==> config.mk <==
export PLATFORM = sky130hd
export DESIGN_NAME = cmd_frame_decoder
export DESIGN_NICKNAME = d
export VERILOG_FILES = /design/src/rtl/cmd_frame_pkg.sv /design/src/rtl/cmd_frame_decoder_frame_buffer.sv /design/src/rtl/cmd_frame_decoder.sv
export SDC_FILE = /design/constraint.sdc
export NUM_CORES = 1
export LEC_CHECK = 0
export BUFFER_PORTS_ARGS = -buffer_cell sky130_fd_sc_hd__buf_2
export CORE_AREA = 5 5 183 97
export CTS_CLUSTER_DIAMETER = 80
export DETAILED_ROUTE_END_ITERATION = 6
export DIE_AREA = 0 0 188 102
export PLACE_DENSITY = 0.71
export SYNTH_ARGS = -nofsm -noshare
export SYNTH_HDL_FRONTEND = slang
export SYNTH_SLANG_ARGS = --single-unit
==> constraint.sdc <==
create_clock -name clock -period 3.8 [get_ports clock]
set_input_delay 0.19 -clock clock [delete_from_list [all_inputs] [get_ports clock]]
set_output_delay 0.19 -clock clock [all_outputs]
set_load 0.005 [all_outputs]
==> src/rtl/cmd_frame_pkg.sv <==
// Shared constants and state encoding for the command frame decoder.
// Frame layout: SYNC, ADDR, LEN, LEN payload bytes, CHK.
package cmd_frame_pkg;

  localparam logic [7:0] SYNC = 8'hA5;

  localparam int FLD_SYNC = 0;
  localparam int FLD_ADDR = 1;
  localparam int FLD_LEN  = 2;

  // Header states are numbered by the field they expect next.
  typedef enum logic [2:0] {
    HUNT    = 3'(FLD_SYNC),
    ADDR    = 3'(FLD_ADDR),
    LEN     = 3'(FLD_LEN),
    PAYLOAD = 3'd3,
    CHECK   = 3'd4,
    DRAIN   = 3'd5
  } state_e;

endpackage

==> src/rtl/cmd_frame_decoder_frame_buffer.sv <==
// Payload store: MAX_LEN x TXN_SZ registers, sync write, comb read.
// Ports: clock, we/widx/wdata write port, ridx/rdata read port.
module frame_buffer #(
  parameter int TXN_SZ  = 8,
  parameter int MAX_LEN = 16,
  parameter int AW      = 4
) (
  input  logic              clock,
  input  logic              we,
  input  logic [AW-1:0]     widx,
  input  logic [TXN_SZ-1:0] wdata,
  input  logic [AW-1:0]     ridx,
  output logic [TXN_SZ-1:0] rdata
);

  logic [TXN_SZ-1:0] mem [MAX_LEN];

  always_ff @(posedge clock) begin
    if (we) mem[widx] <= wdata;
  end

  assign rdata = mem[ridx];

endmodule

==> src/rtl/cmd_frame_decoder.sv <==
// Frames deserializer bytes into checksummed register-write bursts.
// Ports: clock/reset, nd/data in, wr_* handshake out, status pulses.
module cmd_frame_decoder
  import cmd_frame_pkg::*;
#(
  parameter int TXN_SZ      = 8,
  parameter int MAX_LEN     = 16,
  parameter int TIMEOUT_CYC = 1024
) (
  input  logic              clock,
  input  logic              reset,
  input  logic              nd,
  input  logic [TXN_SZ-1:0] data,
  output logic              wr_en,
  output logic [TXN_SZ-1:0] wr_addr,
  output logic [TXN_SZ-1:0] wr_data,
  input  logic              wr_ready,
  output logic              busy,
  output logic              frame_ok,
  output logic              chk_err,
  output logic              len_err,
  output logic              to_err,
  output logic              ovf_err
);

  localparam int LW = $clog2(MAX_LEN + 1);
  localparam int TW = $clog2(TIMEOUT_CYC + 1);
  localparam int AW = (MAX_LEN > 1) ? $clog2(MAX_LEN) : 1;

  state_e state_q, state_d;
  logic [TXN_SZ-1:0] base_q, base_d;
  logic [TXN_SZ-1:0] chk_q, chk_d;
  logic [LW-1:0] len_q, len_d;
  logic [LW-1:0] idx_q, idx_d;
  logic [LW-1:0] idx_nx;
  logic [TW-1:0] tmo_q, tmo_d;
  logic wr_en_q, wr_en_d;
  logic [TXN_SZ-1:0] wr_addr_q, wr_addr_d;
  logic [TXN_SZ-1:0] wr_data_q, wr_data_d;
  logic busy_q, busy_d;
  logic frame_ok_q, frame_ok_d;
  logic chk_err_q, chk_err_d;
  logic len_err_q, len_err_d;
  logic to_err_q, to_err_d;
  logic ovf_err_q, ovf_err_d;
  logic timed;
  logic buf_we;
  logic [AW-1:0] buf_ridx;
  logic [TXN_SZ-1:0] buf_rdata;

  frame_buffer #(
    .TXN_SZ (TXN_SZ),
    .MAX_LEN(MAX_LEN),
    .AW     (AW)
  ) u_buf (
    .clock(clock),
    .we   (buf_we),
    .widx (idx_q[AW-1:0]),
    .wdata(data),
    .ridx (buf_ridx),
    .rdata(buf_rdata)
  );

  always_comb begin
    state_d    = state_q;
    base_d     = base_q;
    chk_d      = chk_q;
    len_d      = len_q;
    idx_d      = idx_q;
    tmo_d      = '0;
    wr_en_d    = wr_en_q;
    wr_addr_d  = wr_addr_q;
    wr_data_d  = wr_data_q;
    frame_ok_d = 1'b0;
    chk_err_d  = 1'b0;
    len_err_d  = 1'b0;
    to_err_d   = 1'b0;
    ovf_err_d  = 1'b0;
    buf_we     = 1'b0;
    idx_nx     = idx_q + 1'b1;
    buf_ridx   = idx_nx[AW-1:0];
    timed      = state_q inside {ADDR, LEN, PAYLOAD, CHECK};

    // An nd on the expiry cycle keeps the frame alive.
    if (timed && !nd) begin
      if (tmo_q == TW'(TIMEOUT_CYC - 1)) begin
        to_err_d = 1'b1;
        state_d  = HUNT;
      end else begin
        tmo_d = tmo_q + 1'b1;
      end
    end

    unique case (state_q)
      HUNT: begin
        if (nd && data == TXN_SZ'(SYNC)) state_d = ADDR;
      end
      ADDR: begin
        if (nd) begin
          base_d  = data;
          chk_d   = data;
          state_d = LEN;
        end
      end
      LEN: begin
        if (nd) begin
          if (data == '0 || data > TXN_SZ'(MAX_LEN)) begin
            len_err_d = 1'b1;
            state_d   = HUNT;
          end else begin
            len_d   = data[LW-1:0];
            chk_d   = chk_q ^ data;
            idx_d   = '0;
            state_d = PAYLOAD;
          end
        end
      end
      PAYLOAD: begin
        if (nd) begin
          buf_we = 1'b1;
          chk_d  = chk_q ^ data;
          idx_d  = idx_nx;
          if (idx_nx == len_q) state_d = CHECK;
        end
      end
      CHECK: begin
        buf_ridx = '0;
        if (nd) begin
          if ((chk_q ^ data) == '0) begin
            frame_ok_d = 1'b1;
            idx_d      = '0;
            wr_en_d    = 1'b1;
            wr_addr_d  = base_q;
            wr_data_d  = buf_rdata;
            state_d    = DRAIN;
          end else begin
            chk_err_d = 1'b1;
            state_d   = HUNT;
          end
        end
      end
      DRAIN: begin
        ovf_err_d = nd;
        if (wr_ready) begin
          idx_d = idx_nx;
          if (idx_nx == len_q) begin
            wr_en_d   = 1'b0;
            wr_addr_d = '0;
            wr_data_d = '0;
            state_d   = HUNT;
          end else begin
            wr_addr_d = base_q + TXN_SZ'(idx_nx);
            wr_data_d = buf_rdata;
          end
        end
      end
      default: state_d = HUNT;
    endcase

    busy_d = (state_d != HUNT);
  end

  always_ff @(posedge clock or posedge reset) begin
    if (reset) begin
      state_q    <= HUNT;
      base_q     <= '0;
      chk_q      <= '0;
      len_q      <= '0;
      idx_q      <= '0;
      tmo_q      <= '0;
      wr_en_q    <= 1'b0;
      wr_addr_q  <= '0;
      wr_data_q  <= '0;
      busy_q     <= 1'b0;
      frame_ok_q <= 1'b0;
      chk_err_q  <= 1'b0;
      len_err_q  <= 1'b0;
      to_err_q   <= 1'b0;
      ovf_err_q  <= 1'b0;
    end else begin
      state_q    <= state_d;
      base_q     <= base_d;
      chk_q      <= chk_d;
      len_q      <= len_d;
      idx_q      <= idx_d;
      tmo_q      <= tmo_d;
      wr_en_q    <= wr_en_d;
      wr_addr_q  <= wr_addr_d;
      wr_data_q  <= wr_data_d;
      busy_q     <= busy_d;
      frame_ok_q <= frame_ok_d;
      chk_err_q  <= chk_err_d;
      len_err_q  <= len_err_d;
      to_err_q   <= to_err_d;
      ovf_err_q  <= ovf_err_d;
    end
  end

  assign wr_en    = wr_en_q;
  assign wr_addr  = wr_addr_q;
  assign wr_data  = wr_data_q;
  assign busy     = busy_q;
  assign frame_ok = frame_ok_q;
  assign chk_err  = chk_err_q;
  assign len_err  = len_err_q;
  assign to_err   = to_err_q;
  assign ovf_err  = ovf_err_q;

endmodule
==> Word level (Yosys, flattened, before mapping) <==
Memories as Yosys holds them, arrays and structs flattened.
Index checks and enable logic that the tools add are counted.
{ "classes": {"n_addsub": 3, "multipliers": 0, "n_div": 0, "order_cmp": 1, "n_eq_ne": 16, "shift": 0, "n_mux": 59, "n_bitwise": 2, "reduce_logical": 18} }
{ "ops": {"columns": ["operator", "count"], "rows": [
  ["2-to-1 mux 8 bit", 12],
  ["2-to-1 mux 3 bit", 11],
  ["one-hot mux 8 bit (2 select lines)", 2],
  ["2-to-1 mux 5 bit", 6],
  ["one-hot mux 8 bit (3 select lines)", 1],
  ["2-to-1 mux 11 bit", 2],
  ["2-to-1 mux 1 bit", 20],
  ["one-hot mux 5 bit (4 select lines)", 1],
  ["one-hot mux 3 bit (6 select lines)", 1],
  ["zero test 8 bit", 2],
  ["inequality test 2 bit (second input constant)", 7],
  ["adder 11 x 1 -> 11 bit (second input constant)", 1],
  ["equality test 11 x 10 -> 1 bit (second input constant)", 1],
  ["AND reduction 5 bit", 2],
  ["adder 8 x 5 -> 8 bit", 1],
  ["equality test 8 bit (second input constant)", 1],
  ["> comparator 8 x 5 -> 1 bit (second input constant)", 1],
  ["nonzero test 4 bit", 2],
  ["XOR 8 bit", 1],
  ["AND reduction 7 bit", 1],
  ["equality test 3 x 2 -> 1 bit (second input constant)", 2],
  ["equality test 3 bit (second input constant)", 2],
  ["nonzero test 3 bit", 2],
  ["adder 5 x 1 -> 5 bit (second input constant)", 1],
  ["15 further kinds", 16]
]} }
{ "word_totals": {"register_bits": 63, "latch_bits": 0, "mem_bits_rw": 128, "mem_bits_ro": 0, "out_inout_bits": 23, "n_memories": 1} }
{ "memory_table": {"columns": ["memory", "depth", "word_bits", "rd", "rd_ports_with_merged_regs", "wr", "line_no", "rtl"], "rows": [
  ["u_buf.mem", 16, 8, 1, 0, 1, "cmd_frame_decoder_frame_buffer.sv:16", "logic [TXN_SZ-1:0] mem [MAX_LEN];"]
]} }

==> Longest topological paths before layout <==
{ "logic_depth": {"ltp_word": 8, "mapped_depth": 15, "mapped_depth_nobuf": 10} }

==> Modules after synthesis <==
From an unflattened synthesis, not the netlist that was laid out.
{ "unflattened": {"cells_unflattened": 562, "hier_area_um2": 8396.8} }
{ "by_module_without_submodules": {"columns": ["module", "n_inst", "cells_per_inst", "area_each_um2", "seq_area_each_um2"], "rows": [
  ["frame_buffer", 1, 221, 4987.3, 3843.7],
  ["cmd_frame_decoder", 1, 341, 3409.5, 1576.5]
]} }

==> Worst setup path after synthesis <==
Ideal clock, no wire load.
{ "synth_timing": {"kind": "flip-flop to flip-flop", "from": "register idx_q[0]", "to": "register wr_addr_q[6] (netlist: wr_addr[6])", "setup_time_ps": 121, "t_arrival_ps": 3206, "t_required_ps": 3679, "path_slack_ps": 473, "stages_incl_launch_ff": 16, "period_less_slack_ps": 3327, "path_cell_list": "dfrtp_1 > buf_2 > inv_1 > clkbuf_1 > clkbuf_1 > ha_1 > buf_2 > clkbuf_1 > inv_1 > fa_1 > nor2b_1 > o21ai_0 > a21oi_1 > o211ai_1 > xnor2_1 > a22o_1"} }
{ "synth_between": {"elab_chain_len": 5, "elab_cells_between_ends": 6, "cone_classes": "add/sub: 2; eq/ne: 1; mux: 3"} }
{ "synth_lines": {"columns": ["item", "line_no", "rtl"], "rows": [
  ["from (decl)", "cmd_frame_decoder.sv:34", "logic [LW-1:0] idx_q, idx_d;"],
  ["from (signal assigned)", "cmd_frame_decoder.sv:185", "idx_q <= idx_d;"],
  ["adder 5 x 1 -> 5 bit (*)", "cmd_frame_decoder.sv:80", "idx_nx = idx_q + 1'b1;"],
  ["adder 8 x 5 -> 8 bit or equality test 5 bit (tied branches)", "cmd_frame_decoder.sv:152, cmd_frame_decoder.sv:146", null],
  ["2-to-1 mux 8 bit (*)", "cmd_frame_decoder.sv:146", "if (idx_nx == len_q) begin"],
  ["2-to-1 mux 8 bit (*)", "cmd_frame_decoder.sv:144", "if (wr_ready) begin"],
  ["one-hot mux 8 bit (2 select lines) (*)", "cmd_frame_decoder.sv:94", "unique case (state_q)"],
  ["to (signal assigned)", "cmd_frame_decoder.sv:188", "wr_addr_q <= wr_addr_d;"],
  ["to (decl)", "cmd_frame_decoder.sv:38", "logic [TXN_SZ-1:0] wr_addr_q, wr_addr_d;"]
]} }
Every way passes the cells marked *; elsewhere a longest branch is shown, timed or not. The select of a mux whose other input is x is not followed.
A chain may end at the register's enable or synchronous reset.

==> Worst setup path after layout <==
{ "layout_timing": {"from": "register idx_q[0]", "to": "register wr_addr_q[5] (netlist: wr_addr[5])"} }
Same word-level chain as after synthesis.

==> flow_metrics.py <==
metrics = {
    "outcome": {
        "status": "finished clean",
    },
    "floorplanning": {
        "die_x_um": 188,
        "rows": 33,
        "io_pins": 35,
        "core_area_um2": 15900,
        "start_util": 0.535,
        "die-area_um2": 19200,
        "die_h_um": 102,
    },
    "pwr": {
        "ir_drop_mv": 0.339,
        "comb_power_share": 0.087,
        "p_per_area_nw_per_um2": 467,
        "p_leak_uw": 0.00353,
        "p_switching_uw": 1060,
        "sequentialPowerShare": 0.517,
        "clkPwrFrac": 0.396,
        "internal_power_uw": 3400,
        "p_sw_frac": 0.238,
    },
    "sta": {
        "tns_ns": 0,
        "finalClockSkew_ns": 0.0122,
        "fmax_mhz": 318,
        "fin_crit_ns": 3.15,
        "slew_headroom": 0.175,
        "hold_viol_final": 0,
        "fin_crit_sh": 0.829,
        "rsz0062_at_grt": "no",
        "slew_viol_final": 0,
        "worst_pin_slew_ns": 1.23,
        "setup_viol": 0,
    },
    "setup_path": {
        "startpoint_type": "register",
        "cpPeakStageDelay_ns": 0.48,
        "slowest_stage": "xor2_1",
        "endpoint_kind": "register",
        "critical_path.cell_chain": "buf_4, nand3_1, xor2_1, inv_1, ha_1, inv_1, o21ai_0, mux2i_1, a2111oi_0, o21ai_0",
        "critPathBufInv": 3,
        "ff2ff_setup_slack_ns": 0.65,
        "critPathTopFamily": "buffers and inverters",
        "path_class": "reg2reg",
        "path_max_fanout": 33,
        "crit_required_ns": 4.11,
        "cp.arrival_ns": 3.46,
    },
    "clock_network": {
        "cts_buffers": 17,
        "insertion_delay_ns": 0.44,
        "cts_setup_buffers": 0,
        "path_clk_slew_ns": 0.07,
        "ctsRootBufferMaster": "clkbuf_16",
        "clk_path_buf_depth": 2,
        "clock_sinks": 191,
        "cts_htree_levels": 4,
        "cts_tree": "built",
    },
    "logic_synthesis": {
        "synth-edff-count": 128,
        "yosysWarningCount": 0,
        "ys_async_sr_fraction": 0.330,
        "yosysTopAreaCell": "edfxtp_1",
        "syn_area_um2": 8520,
        "synth_area_leaders": "edfxtp_1 45%, dfrtp_1 19%, mux4_2 4.2%, mux2_2 2.2%, nor2_1 2.1%",
        "synth_nets": 658,
        "postSynthAreaPerCell_um2": 13.4,
        "synth_flop_cell": "edfxtp_1",
        "synth_cell_types": 61,
        "syn_inst": 635,
        "ys_seq_elements": 191,
        "yosysTopAreaCellShare": 0.451,
        "yosysSeqAreaShare": 0.636,
    },
    "detailed_routing": {
        "via_count": 5637,
        "antenna_left": 0,
        "drc": 0,
        "drt_pass1_iterations": 5,
        "drt-wirelength-per-cell_um": 23.8,
        "first_iter_violations": 718,
        "drt-total-wl_um": 21500,
        "vias_per_cell": 6.25,
    },
    "placement": {
        "globalplace.congestion": 0.921,
        "place_area_um2": 8980,
        "port_buffers": 34,
        "dp_hpwl_um": 14700,
    },
    "finish": {
        "antenna_cells": 0,
        "final_cell_mix": "128 x edfxtp_1, 63 x dfrtp_1, 47 x nor2_1",
        "drive_above_1_share": 0.181,
        "layout_commonest_cell": "edfxtp_1",
        "final_cell_area_um2": 9560,
        "area_growth_pct": 12.2,
        "nets": 702,
    },
    "grt": {
        "grt_antenna_before_repair": 0,
        "grt_pass1_vias": 5391,
        "grt_start_max_net_pins": 35,
        "grt_pass1_wl_um": 32500,
        "overflow": 0,
        "grt_usage": 0.231,
    },
    "job": {
        "cap_viol_max_count": 0,
    },
    "worst_hold_path": {
        "min_path_type": "in2reg",
    },
}
cells by family (layout without fill, tap and decap cells):
family / after synthesis / after routing / share of synthesized area
DFF: 191 / 191 / 0.636
and+or+nand+nor: 174 / 174 / 0.104
AOI/OAI and AO/OA: 138 / 138 / 0.106
buffers and inverters: 49 / 106 / 0.0245
muxes: 44 / 44 / 0.0777
xor gates and xnor gates: 28 / 28 / 0.0345
adders and majority gates: 11 / 11 / 0.0170
cells in the mapped netlist (all sizes together) (14+ instances only):
master,n
a21oi,28
clkbuf,19
dfrtp,63
edfxtp,128
inv,17
mux2,17
mux4,16
nand2,41
nor2,47
nor2b,14
o21ai,35
xnor2,18
power by group through the flow:
stage	logic (µW)	registers [µW]	clock network, µW
finish	388	2310	1770
global route	424	2310	1870
CTS	386	2310	1780
detailed placement	383	2350	0
global placement	372	2350	0
floorplan	261	2340	0
what timing repair did:
action,4_1_cts,5_1_grt
gates resized for setup,0,0
endpoints found under the hold margin,33,0
hold buffers,1,0
area by class of cell:
type                            instances  area [µm²]
Fill cell                            1266        6380
Multi-Input combinational cell        395        2890
Inverter                               17        63.8
Clock inverter                         12         135
Timing Repair Buffer                   57         345
Sequential cell                       191        5420
Clock buffer                           20         437
Tap cell                              210         263
per-layer routing:
metal,GRT usage,routed length (µm)
met1,0.359,10200
met2,0.318,8750
met3,0.0666,2330
met4,0.0660,276
met5,0,0
state kept, by name (all words and copies together), names as in the netlist:
register / cells
chk_q: 8
ovf_err: 1
idx_q: 5
base_q: 8
len_q: 5
busy: 1
wr_en: 1
wr_data: 8
tmo_q: 11
to_err: 1
chk_err: 1
len_err: 1
u_buf.mem: 128
frame_ok: 1
state_q: 3
wr_addr: 8
worst reg2reg max path, stage by stage, from the launching register on:
cell and delay [ns]:
dfrtp_1 0.38, buf_4 0.44, nand3_1 0.21, xor2_1 0.48
inv_1 0.29, ha_1 0.36, inv_1 0.06, o21ai_0 0.22
mux2i_1 0.11, a2111oi_0 0.35, o21ai_0 0.12
path summary, 6_finish.rpt:
check                                             from                      to  depth (start not counted)
worst max-delay path              idx_q[0]$_DFFE_PP0P_  wr_addr[5]$_DFFE_PP0P_                         10
worst min-delay path                                nd       chk_err$_DFF_PP0_                          3
worst max register to register    idx_q[0]$_DFFE_PP0P_  wr_addr[5]$_DFFE_PP0P_                         10
worst min register to register  wr_addr[0]$_DFFE_PP0P_  wr_addr[0]$_DFFE_PP0P_                          2
max in group asynchronous                        reset    chk_q[4]$_DFFE_PP0P_                          4
min in group asynchronous                        reset  wr_addr[7]$_DFFE_PP0P_                          3
through the flow:
| step | utilization | hold slack, ns | std cells | power (µW) | worst slack, ns |
|---|---|---|---|---|---|
| 2_1_floorplan | - | 0.287 | 635 | 2600 | 0.473 |
| 3_3_place_gp | 0.563 | 0.345 | 869 | 2720 | 0.795 |
| 3_5_place_dp | 0.563 | 0.350 | 869 | 2730 | 0.731 |
| 4_1_cts | 0.600 | 0.0754 | 902 | 4470 | 0.733 |
| 5_1_grt | 0.600 | 0.109 | 902 | 4600 | 0.309 |
| 6_report | 0.600 | 0.0910 | 902 | 4460 | 0.651 |
(Power assumes the default switching activity.)
